**src/rtl/regfile_pkg.sv**
```systemverilog
// Shared constants and types for the LEGv8 decode-stage register file.
package regfile_pkg;

    localparam int DATA_W   = 64;
    localparam int ADDR_W   = 5;
    localparam int NREGS    = 32;
    localparam int ZERO_REG = 31;

    typedef logic [DATA_W-1:0] word_t;
    typedef logic [ADDR_W-1:0] reg_idx_t;

endpackage

```
**src/rtl/mux_32_1.sv**
```systemverilog
// Single-bit 32:1 multiplexer slice; one slice per data bit per read port.
module mux_32_1
    import regfile_pkg::*;
(
    input  logic [NREGS-1:0] d_i,
    input  reg_idx_t         sel_i,
    output logic             y_o
);

    logic [15:0] lvl1;
    logic [7:0]  lvl2;
    logic [3:0]  lvl3;
    logic [1:0]  lvl4;

    // Balanced 2:1 tree, low select bit resolved first.
    always_comb begin
        lvl1 = '0;
        lvl2 = '0;
        lvl3 = '0;
        lvl4 = '0;
        for (int i = 0; i < 16; i++) begin
            lvl1[i] = sel_i[0] ? d_i[2*i+1] : d_i[2*i];
        end
        for (int i = 0; i < 8; i++) begin
            lvl2[i] = sel_i[1] ? lvl1[2*i+1] : lvl1[2*i];
        end
        for (int i = 0; i < 4; i++) begin
            lvl3[i] = sel_i[2] ? lvl2[2*i+1] : lvl2[2*i];
        end
        for (int i = 0; i < 2; i++) begin
            lvl4[i] = sel_i[3] ? lvl3[2*i+1] : lvl3[2*i];
        end
        y_o = sel_i[4] ? lvl4[1] : lvl4[0];
    end

endmodule

```
**src/rtl/reg_64.sv**
```systemverilog
// One general-purpose register: loads d_i on a rising clk when en_i is high,
// clears asynchronously on reset.
module reg_64 #(
    parameter int W = regfile_pkg::DATA_W
) (
    input  logic         clk,
    input  logic         reset,
    input  logic         en_i,
    input  logic [W-1:0] d_i,
    output logic [W-1:0] q_o
);

    logic [W-1:0] data_q;
    logic [W-1:0] data_d;

    // Next state: load new data when enabled, otherwise hold.
    always_comb begin
        data_d = en_i ? d_i : data_q;
    end

    // State register with asynchronous clear.
    always_ff @(posedge clk or posedge reset) begin
        if (reset) begin
            data_q <= '0;
        end else begin
            data_q <= data_d;
        end
    end

    assign q_o = data_q;

endmodule

```
**src/rtl/reg_file_bypass.sv**
```systemverilog
// 32 x 64-bit LEGv8 register file: two combinational read ports, one
// synchronous write port, optional same-cycle write-to-read forwarding.
// X31 (XZR) is not stored: it reads zero and swallows writes.
// The read path is built from 32:1 bit slices, so ADDR_W must stay 5.
module reg_file_bypass #(
    parameter int DATA_W   = 64,
    parameter int ADDR_W   = 5,
    parameter int ZERO_REG = 31,
    parameter int BYPASS   = 1
) (
    input  logic              clk,
    input  logic              reset,
    input  logic              RegWrite,
    input  logic [ADDR_W-1:0] WriteRegister,
    input  logic [DATA_W-1:0] WriteData,
    input  logic [ADDR_W-1:0] ReadRegister1,
    input  logic [ADDR_W-1:0] ReadRegister2,
    output logic [DATA_W-1:0] ReadData1,
    output logic [DATA_W-1:0] ReadData2
);

    import regfile_pkg::*;

    localparam logic [ADDR_W-1:0] ZERO_IDX = ADDR_W'(ZERO_REG);

    // Per-register write enables (one-hot or all zero).
    logic [NREGS-1:0]             wr_en;
    // Register contents, indexed [register][bit].
    logic [NREGS-1:0][DATA_W-1:0] reg_q;
    // Same contents transposed to [bit][register] for the bit-slice muxes.
    logic [DATA_W-1:0][NREGS-1:0] col;
    // Raw mux-bank outputs before the bypass/zero stage.
    logic [DATA_W-1:0]            mux1;
    logic [DATA_W-1:0]            mux2;
    logic                         byp1;
    logic                         byp2;

    // 5:32 decoder gated by RegWrite; XZR never enabled, nothing written in reset.
    // A gated-off RegWrite forces every enable low regardless of WriteRegister.
    always_comb begin
        wr_en = '0;
        for (int r = 0; r < NREGS; r++) begin
            wr_en[r] = RegWrite && !reset && (r != ZERO_REG) &&
                       (WriteRegister == ADDR_W'(r));
        end
    end

    // One register instance per general register; XZR is a constant zero.
    for (genvar r = 0; r < NREGS; r++) begin : g_regs
        if (r == ZERO_REG) begin : g_zero
            assign reg_q[r] = '0;
        end else begin : g_reg
            reg_64 #(
                .W (DATA_W)
            ) u_reg (
                .clk   (clk),
                .reset (reset),
                .en_i  (wr_en[r]),
                .d_i   (WriteData),
                .q_o   (reg_q[r])
            );
        end
    end

    // Regroup register bits so each mux slice sees one bit of every register.
    always_comb begin
        col = '0;
        for (int b = 0; b < DATA_W; b++) begin
            for (int r = 0; r < NREGS; r++) begin
                col[b][r] = reg_q[r][b];
            end
        end
    end

    // Two banks of 32:1 bit slices, one per read port.
    for (genvar b = 0; b < DATA_W; b++) begin : g_bits
        mux_32_1 u_mux1 (
            .d_i   (col[b]),
            .sel_i (ReadRegister1),
            .y_o   (mux1[b])
        );
        mux_32_1 u_mux2 (
            .d_i   (col[b]),
            .sel_i (ReadRegister2),
            .y_o   (mux2[b])
        );
    end

    // Forwarding condition per port; suppressed in reset and for XZR.
    always_comb begin
        byp1 = (BYPASS != 0) && RegWrite && !reset &&
               (WriteRegister != ZERO_IDX) && (WriteRegister == ReadRegister1);
        byp2 = (BYPASS != 0) && RegWrite && !reset &&
               (WriteRegister != ZERO_IDX) && (WriteRegister == ReadRegister2);
    end

    // Final 2:1 bypass stage; XZR reads force zero whatever else is going on.
    always_comb begin
        if (ReadRegister1 == ZERO_IDX) begin
            ReadData1 = '0;
        end else if (byp1) begin
            ReadData1 = WriteData;
        end else begin
            ReadData1 = mux1;
        end

        if (ReadRegister2 == ZERO_IDX) begin
            ReadData2 = '0;
        end else if (byp2) begin
            ReadData2 = WriteData;
        end else begin
            ReadData2 = mux2;
        end
    end

endmodule

```
**config.mk**
```make
export PLATFORM = sky130hd
export DESIGN_NAME = reg_file_bypass
export DESIGN_NICKNAME = d
export VERILOG_FILES = /design/src/rtl/regfile_pkg.sv /design/src/rtl/mux_32_1.sv /design/src/rtl/reg_64.sv /design/src/rtl/reg_file_bypass.sv
export SDC_FILE = /design/constraint.sdc
export NUM_CORES = 2
export LEC_CHECK = 0
export CAP_MARGIN = 10
export CORE_ASPECT_RATIO = 1.25
export CORE_MARGIN = 1
export CORE_UTILIZATION = 45
export CTS_CLUSTER_SIZE = 28
export DETAILED_ROUTE_END_ITERATION = 12
export PLACE_DENSITY = 0.66
export SLEW_MARGIN = 5
export SYNTH_ARGS = -nofsm -noshare
export SYNTH_HDL_FRONTEND = slang
export SYNTH_SLANG_ARGS = --single-unit
```
**constraint.sdc**
```tcl
create_clock -name clk -period 60.2 [get_ports clk]
set_input_delay 6.02 -clock clk [delete_from_list [all_inputs] [get_ports clk]]
set_output_delay 6.02 -clock clk [all_outputs]
set_load 0.005 [all_outputs]
```
== After elaboration in Yosys (flattened, before gate mapping) ==
Index checks and enable logic that the tools add are counted.
Storage, ports and cells
  register bits: 1984
  bits of input ports: 82
  output and inout port bits: 128
  word-level logic and storage cells: 4075
Cells by class
  equal/unequal tests: 35
  multiplexer cells: 3972
  reductions and logical operators: 37
Operators by type and width (number)
  two-way mux 1 bit: 3968
  two-way mux 64 bit: 4
  equality test 5 bit (second input constant): 17
  equality test 5 x 4 -> 1 bit (second input constant): 8
  logical AND 1 bit: 35
  equality test 5 x 3 -> 1 bit (second input constant): 4
  equality test 5 x 2 -> 1 bit (second input constant): 2
  equality test 5 bit: 2
  equality test 5 x 1 -> 1 bit (second input constant): 1
  logical NOT 5 bit: 1
  != test 5 bit (second input constant): 1
  logical NOT 1 bit: 1

== Longest topological paths before layout ==
  depth after elaboration: 7
  mapped depth: 11
  gate-level depth less buffers: 5

== Cells and area by module ==
Synthesis repeated with hierarchy kept, for this count alone.
Second synthesis, totals
  cells, all modules: 9965
  area total of the unflattened synthesis: 127763.8 um^2
Modules (own cells, without submodules)
  reg_64: cells each 136, area each 2682.6 um^2, instances 31
  mux_32_1: cells each 41, area each 325.3 um^2, instances 128
  reg_file_bypass: cells each 501, area each 2964.1 um^2, instances 1

== Worst setup path after synthesis ==
No wires, ideal clock.
  kind: in2out
  start: in ReadRegister1[1]
  end: out ReadData1[10]
  path slack: 46337 ps
  arrival: 7843 ps
  stages on the path: 7
  buffers on the path: 3
  cell sequence: buf_2 > clkbuf_1 > buf_1 > mux4_2 > mux4_2 > nand2b_1 > o211a_1
On the way
  word-level cells in the longest chain between the ends: 6
  elaborated cells between the ends (all ways): 20
  classes of those cells: eq/ne (2); mux (17); reduce/logical (1)
Ends and longest elaborated chain
  from (decl): line reg_file_bypass.sv:16  | input logic [ADDR_W-1:0] ReadRegister1,
  two-way mux 1 bit: line mux_32_1.sv:25  | lvl2[i] = sel_i[1] ? lvl1[2*i+1] : lvl1[2*i];
  two-way mux 1 bit: line mux_32_1.sv:28  | lvl3[i] = sel_i[2] ? lvl2[2*i+1] : lvl2[2*i];
  two-way mux 1 bit: line mux_32_1.sv:31  | lvl4[i] = sel_i[3] ? lvl3[2*i+1] : lvl3[2*i];
  two-way mux 1 bit: line mux_32_1.sv:33  | y_o = sel_i[4] ? lvl4[1] : lvl4[0];
  two-way mux 64 bit: line reg_file_bypass.sv:101  | end else if (byp1) begin
  two-way mux 64 bit (*): line reg_file_bypass.sv:99  | if (ReadRegister1 == ZERO_IDX) begin
  to (decl): line reg_file_bypass.sv:18  | output logic [DATA_W-1:0] ReadData1,
Every way passes the cells marked *; elsewhere a longest branch is shown, timed or not.

== Worst setup path in the final report ==
  start: in ReadRegister1[1]
  end: out ReadData1[36]
Same word-level chain as after synthesis.

==> reports/qor.csv <==
metric,value,unit
wire_per_inst,33.5,um
hp-class,reg2reg,
leakagePower,52.8,nW
vias,70800,
relSlewSlack,12.6,%
layout_commonest_cell,mux2_2,
ys_ff_latch,1984,
slowest_stage,buf_4,
syn_nets,7582,
htree_levels,4,
clock_latency,0.87,ns
final_layout_size_suffix_gt1_share,46.3,%
clk_pin_slew,0.06,ns
cts.path.max_buffers,3,
nNetsFinal,7330,
final.period_utilization,30.8,%
register_area,49600,um^2
setup_tns,0,ns
ff2ff_path_depth,1,
cts_tree,yes,
cts_buffers,209,
worst_pin_slew,1.31,ns
final_cell_mix,"mux2_2, dfrtp_1, mux4_2",
grt_usage,29.3,%
critPathRequiredTime,54.18,ns
path_class,in2out,
cp_common_cell,buf_4,
ir_worst_vdd,0.0304,mV
cts_sinks,1984,
fp.dieW,439,um
drv_slew,0,
multiInputGateArea,54200,um^2
cp_data_arrival_time,12.50,ns
cp_slowest_stage_delay,0.90,ns
finalPower,3.60,mW
end_kind,primary output,
drv_cap,0,
num-fill-cells,20000,
path_cells,buf_8 -> buf_4 -> buf_4 -> buf_4 -> buf_4 -> buf_4 -> mux2i_1 -> a221oi_1 -> o21ai_0 -> nand4_1 -> o211a_1 -> clkdlybuf4s50_1,
grt_pass1_vias,74000,
gp_congestion,0.813,
ioPinCount,210,
grt_max_degree,185,
placedCellCount,10200,
core,237000,um^2
synth_area,107000,um^2
cts_hold_buf,0,
report.final.setup_viol,0,
antenna_found_initial,24,
die_h,548,um
initial_core_util,45.2,%
postCtsSetupBuffers,0,
hold_viol_final,0,
stdcell_count,10600,
fin_skew,0,ns
drc_errors,0,
vias_per_cell,6.71,
port_buffers,209,
grt_pass1_wl,519000,um
cts_resized,0,
rsz0062_at_grt,false,
ys_seq_area_share,46.2,%
holdPathStages,2,
synthToLayoutAreaGrowth,10.4,%
path_max_fanout,62,
dp_hpwl,185000,um
largest_reg_flops,1984,
synth_warnings,0,
rows,200,
worstSetupStartpointType,input port,
fmax,54.0,MHz
whs,0.500,ns
synth.avg_cell_area,14.3,um^2
period_needed,18.52,ns
clockRootBuffer,clkbuf_16,
die-area,241000,um^2
post_synth_num_cell_types,48,
power.density,30.4,nW/um^2
wl,353000,um
r2r_setup_slack,59.37,ns
ant_nets,0,
outcome,"complete, no violations",
drt-pass1-iter-count,5,
syn_inst,7500,
dr.first_iter.drc_count,6983,
grt-ovfl-total,0,
==> cell type report <==
type / instances / share of cell area [%]
tap: 3131 / 3.30
multi-input combinational: 4616 / 45.8
inverter: 71 / 0.228
timing repair buffer: 366 / 2.91
antenna: 12 / 0.0253
clock buffer: 321 / 5.27
clock inverter: 59 / 0.632
sequential: 1984 / 41.9
==> per-stage QoR <==
step	util [%]	setup WS [ns]	area, um^2
after floorplan	-	26.64	107000
after global placement	47.0	41.78	112000
after detailed placement	47.0	41.81	112000
after CTS	49.9	41.80	119000
after global routing	49.9	41.57	119000
final	49.9	41.68	119000
==> worst paths after layout <==
path / from / to
hold / removal: g_regs[20].g_reg.u_reg.q_o[59]$_DFFE_PP0P_ / g_regs[20].g_reg.u_reg.q_o[59]$_DFFE_PP0P_
hold reg to reg: g_regs[20].g_reg.u_reg.q_o[59]$_DFFE_PP0P_ / g_regs[20].g_reg.u_reg.q_o[59]$_DFFE_PP0P_
setup / recovery: ReadRegister1[1] / ReadData1[36]
setup reg to reg: g_regs[4].g_reg.u_reg.q_o[42]$_DFFE_PP0P_ / g_regs[4].g_reg.u_reg.q_o[42]$_DFFE_PP0P_
min in group asynchronous: reset / g_regs[27].g_reg.u_reg.q_o[32]$_DFFE_PP0P_
max in group asynchronous: reset / g_regs[14].g_reg.u_reg.q_o[58]$_DFFE_PP0P_
==> Yosys cell counts, drive strengths merged <==
cell     instances  share of area (%)
nor2b           24               0.14
o221ai          69               0.56
o22ai          118               0.69
mux2i          371                3.5
nand3           13              0.061
xnor2            3              0.024
clkbuf         483                1.7
a31o             1             0.0082
nand4b           3              0.024
xor2             7              0.057
and3b            2              0.016
o41ai            8              0.065
buf            346                1.7
o211a           58               0.54
a32o            55               0.51
or2              2              0.012
nand2          119               0.43
mux4           766                 16
and2             4              0.023
inv             71               0.25
nand2b         124               0.72
a221oi          65               0.53
a41o             1             0.0093
nand4           62               0.36
dfrtp         1984                 46
nor3            13              0.065
a22oi            6              0.042
o21ai          155               0.72
mux2          2160                 23
a211oi           8              0.056
a21oi          166               0.77
a2111oi          8              0.065
o21a            55               0.38
or3              3              0.017
o211ai         115               0.80
nor4b            1              0.014
a41oi            1              0.015
a32oi            1             0.0082
nor3b            3              0.030
o221a            5              0.052
nor2            41               0.14
==> power breakdown <==
group / switching (mW) / internal, mW / leakage, nW
sequential: 0.129 / 1.51 / 26.2
clock: 0.568 / 0.761 / 3.46
combinational: 0.275 / 0.357 / 23.2
total: 0.972 / 2.63 / 52.8
==> kinds of logic (layout without fill, tap and decap cells) <==
kind of cell,after synthesis,count (layout),synth area share [%]
XOR/XNOR,10,10,0.0815
AND/OR/NAND/NOR,414,414,2.05
flip-flops,1984,1984,46.2
buffers and inverters,900,817,3.65
other,0,12,0
AO/OA/AOI/OAI,895,895,5.84
multiplexers,3297,3297,42.2
==> worst max-delay path, delay by kind of cell <==
family                 cells  cell delay (ns)
AND/OR/NAND/NOR            1             0.13
buffers and inverters      7             5.02
multiplexers               1             0.18
AO/OA/AOI/OAI              3             0.93
==> layer usage <==
metal	track usage [%]	routed length (um)	vias up
li1	-	-	28400
met1	38.4	139000	38300
met2	47.3	169000	3345
met3	5.72	28500	834
met4	13.0	16400	20
met5	0	115	-
(Power assumes the default switching activity.)
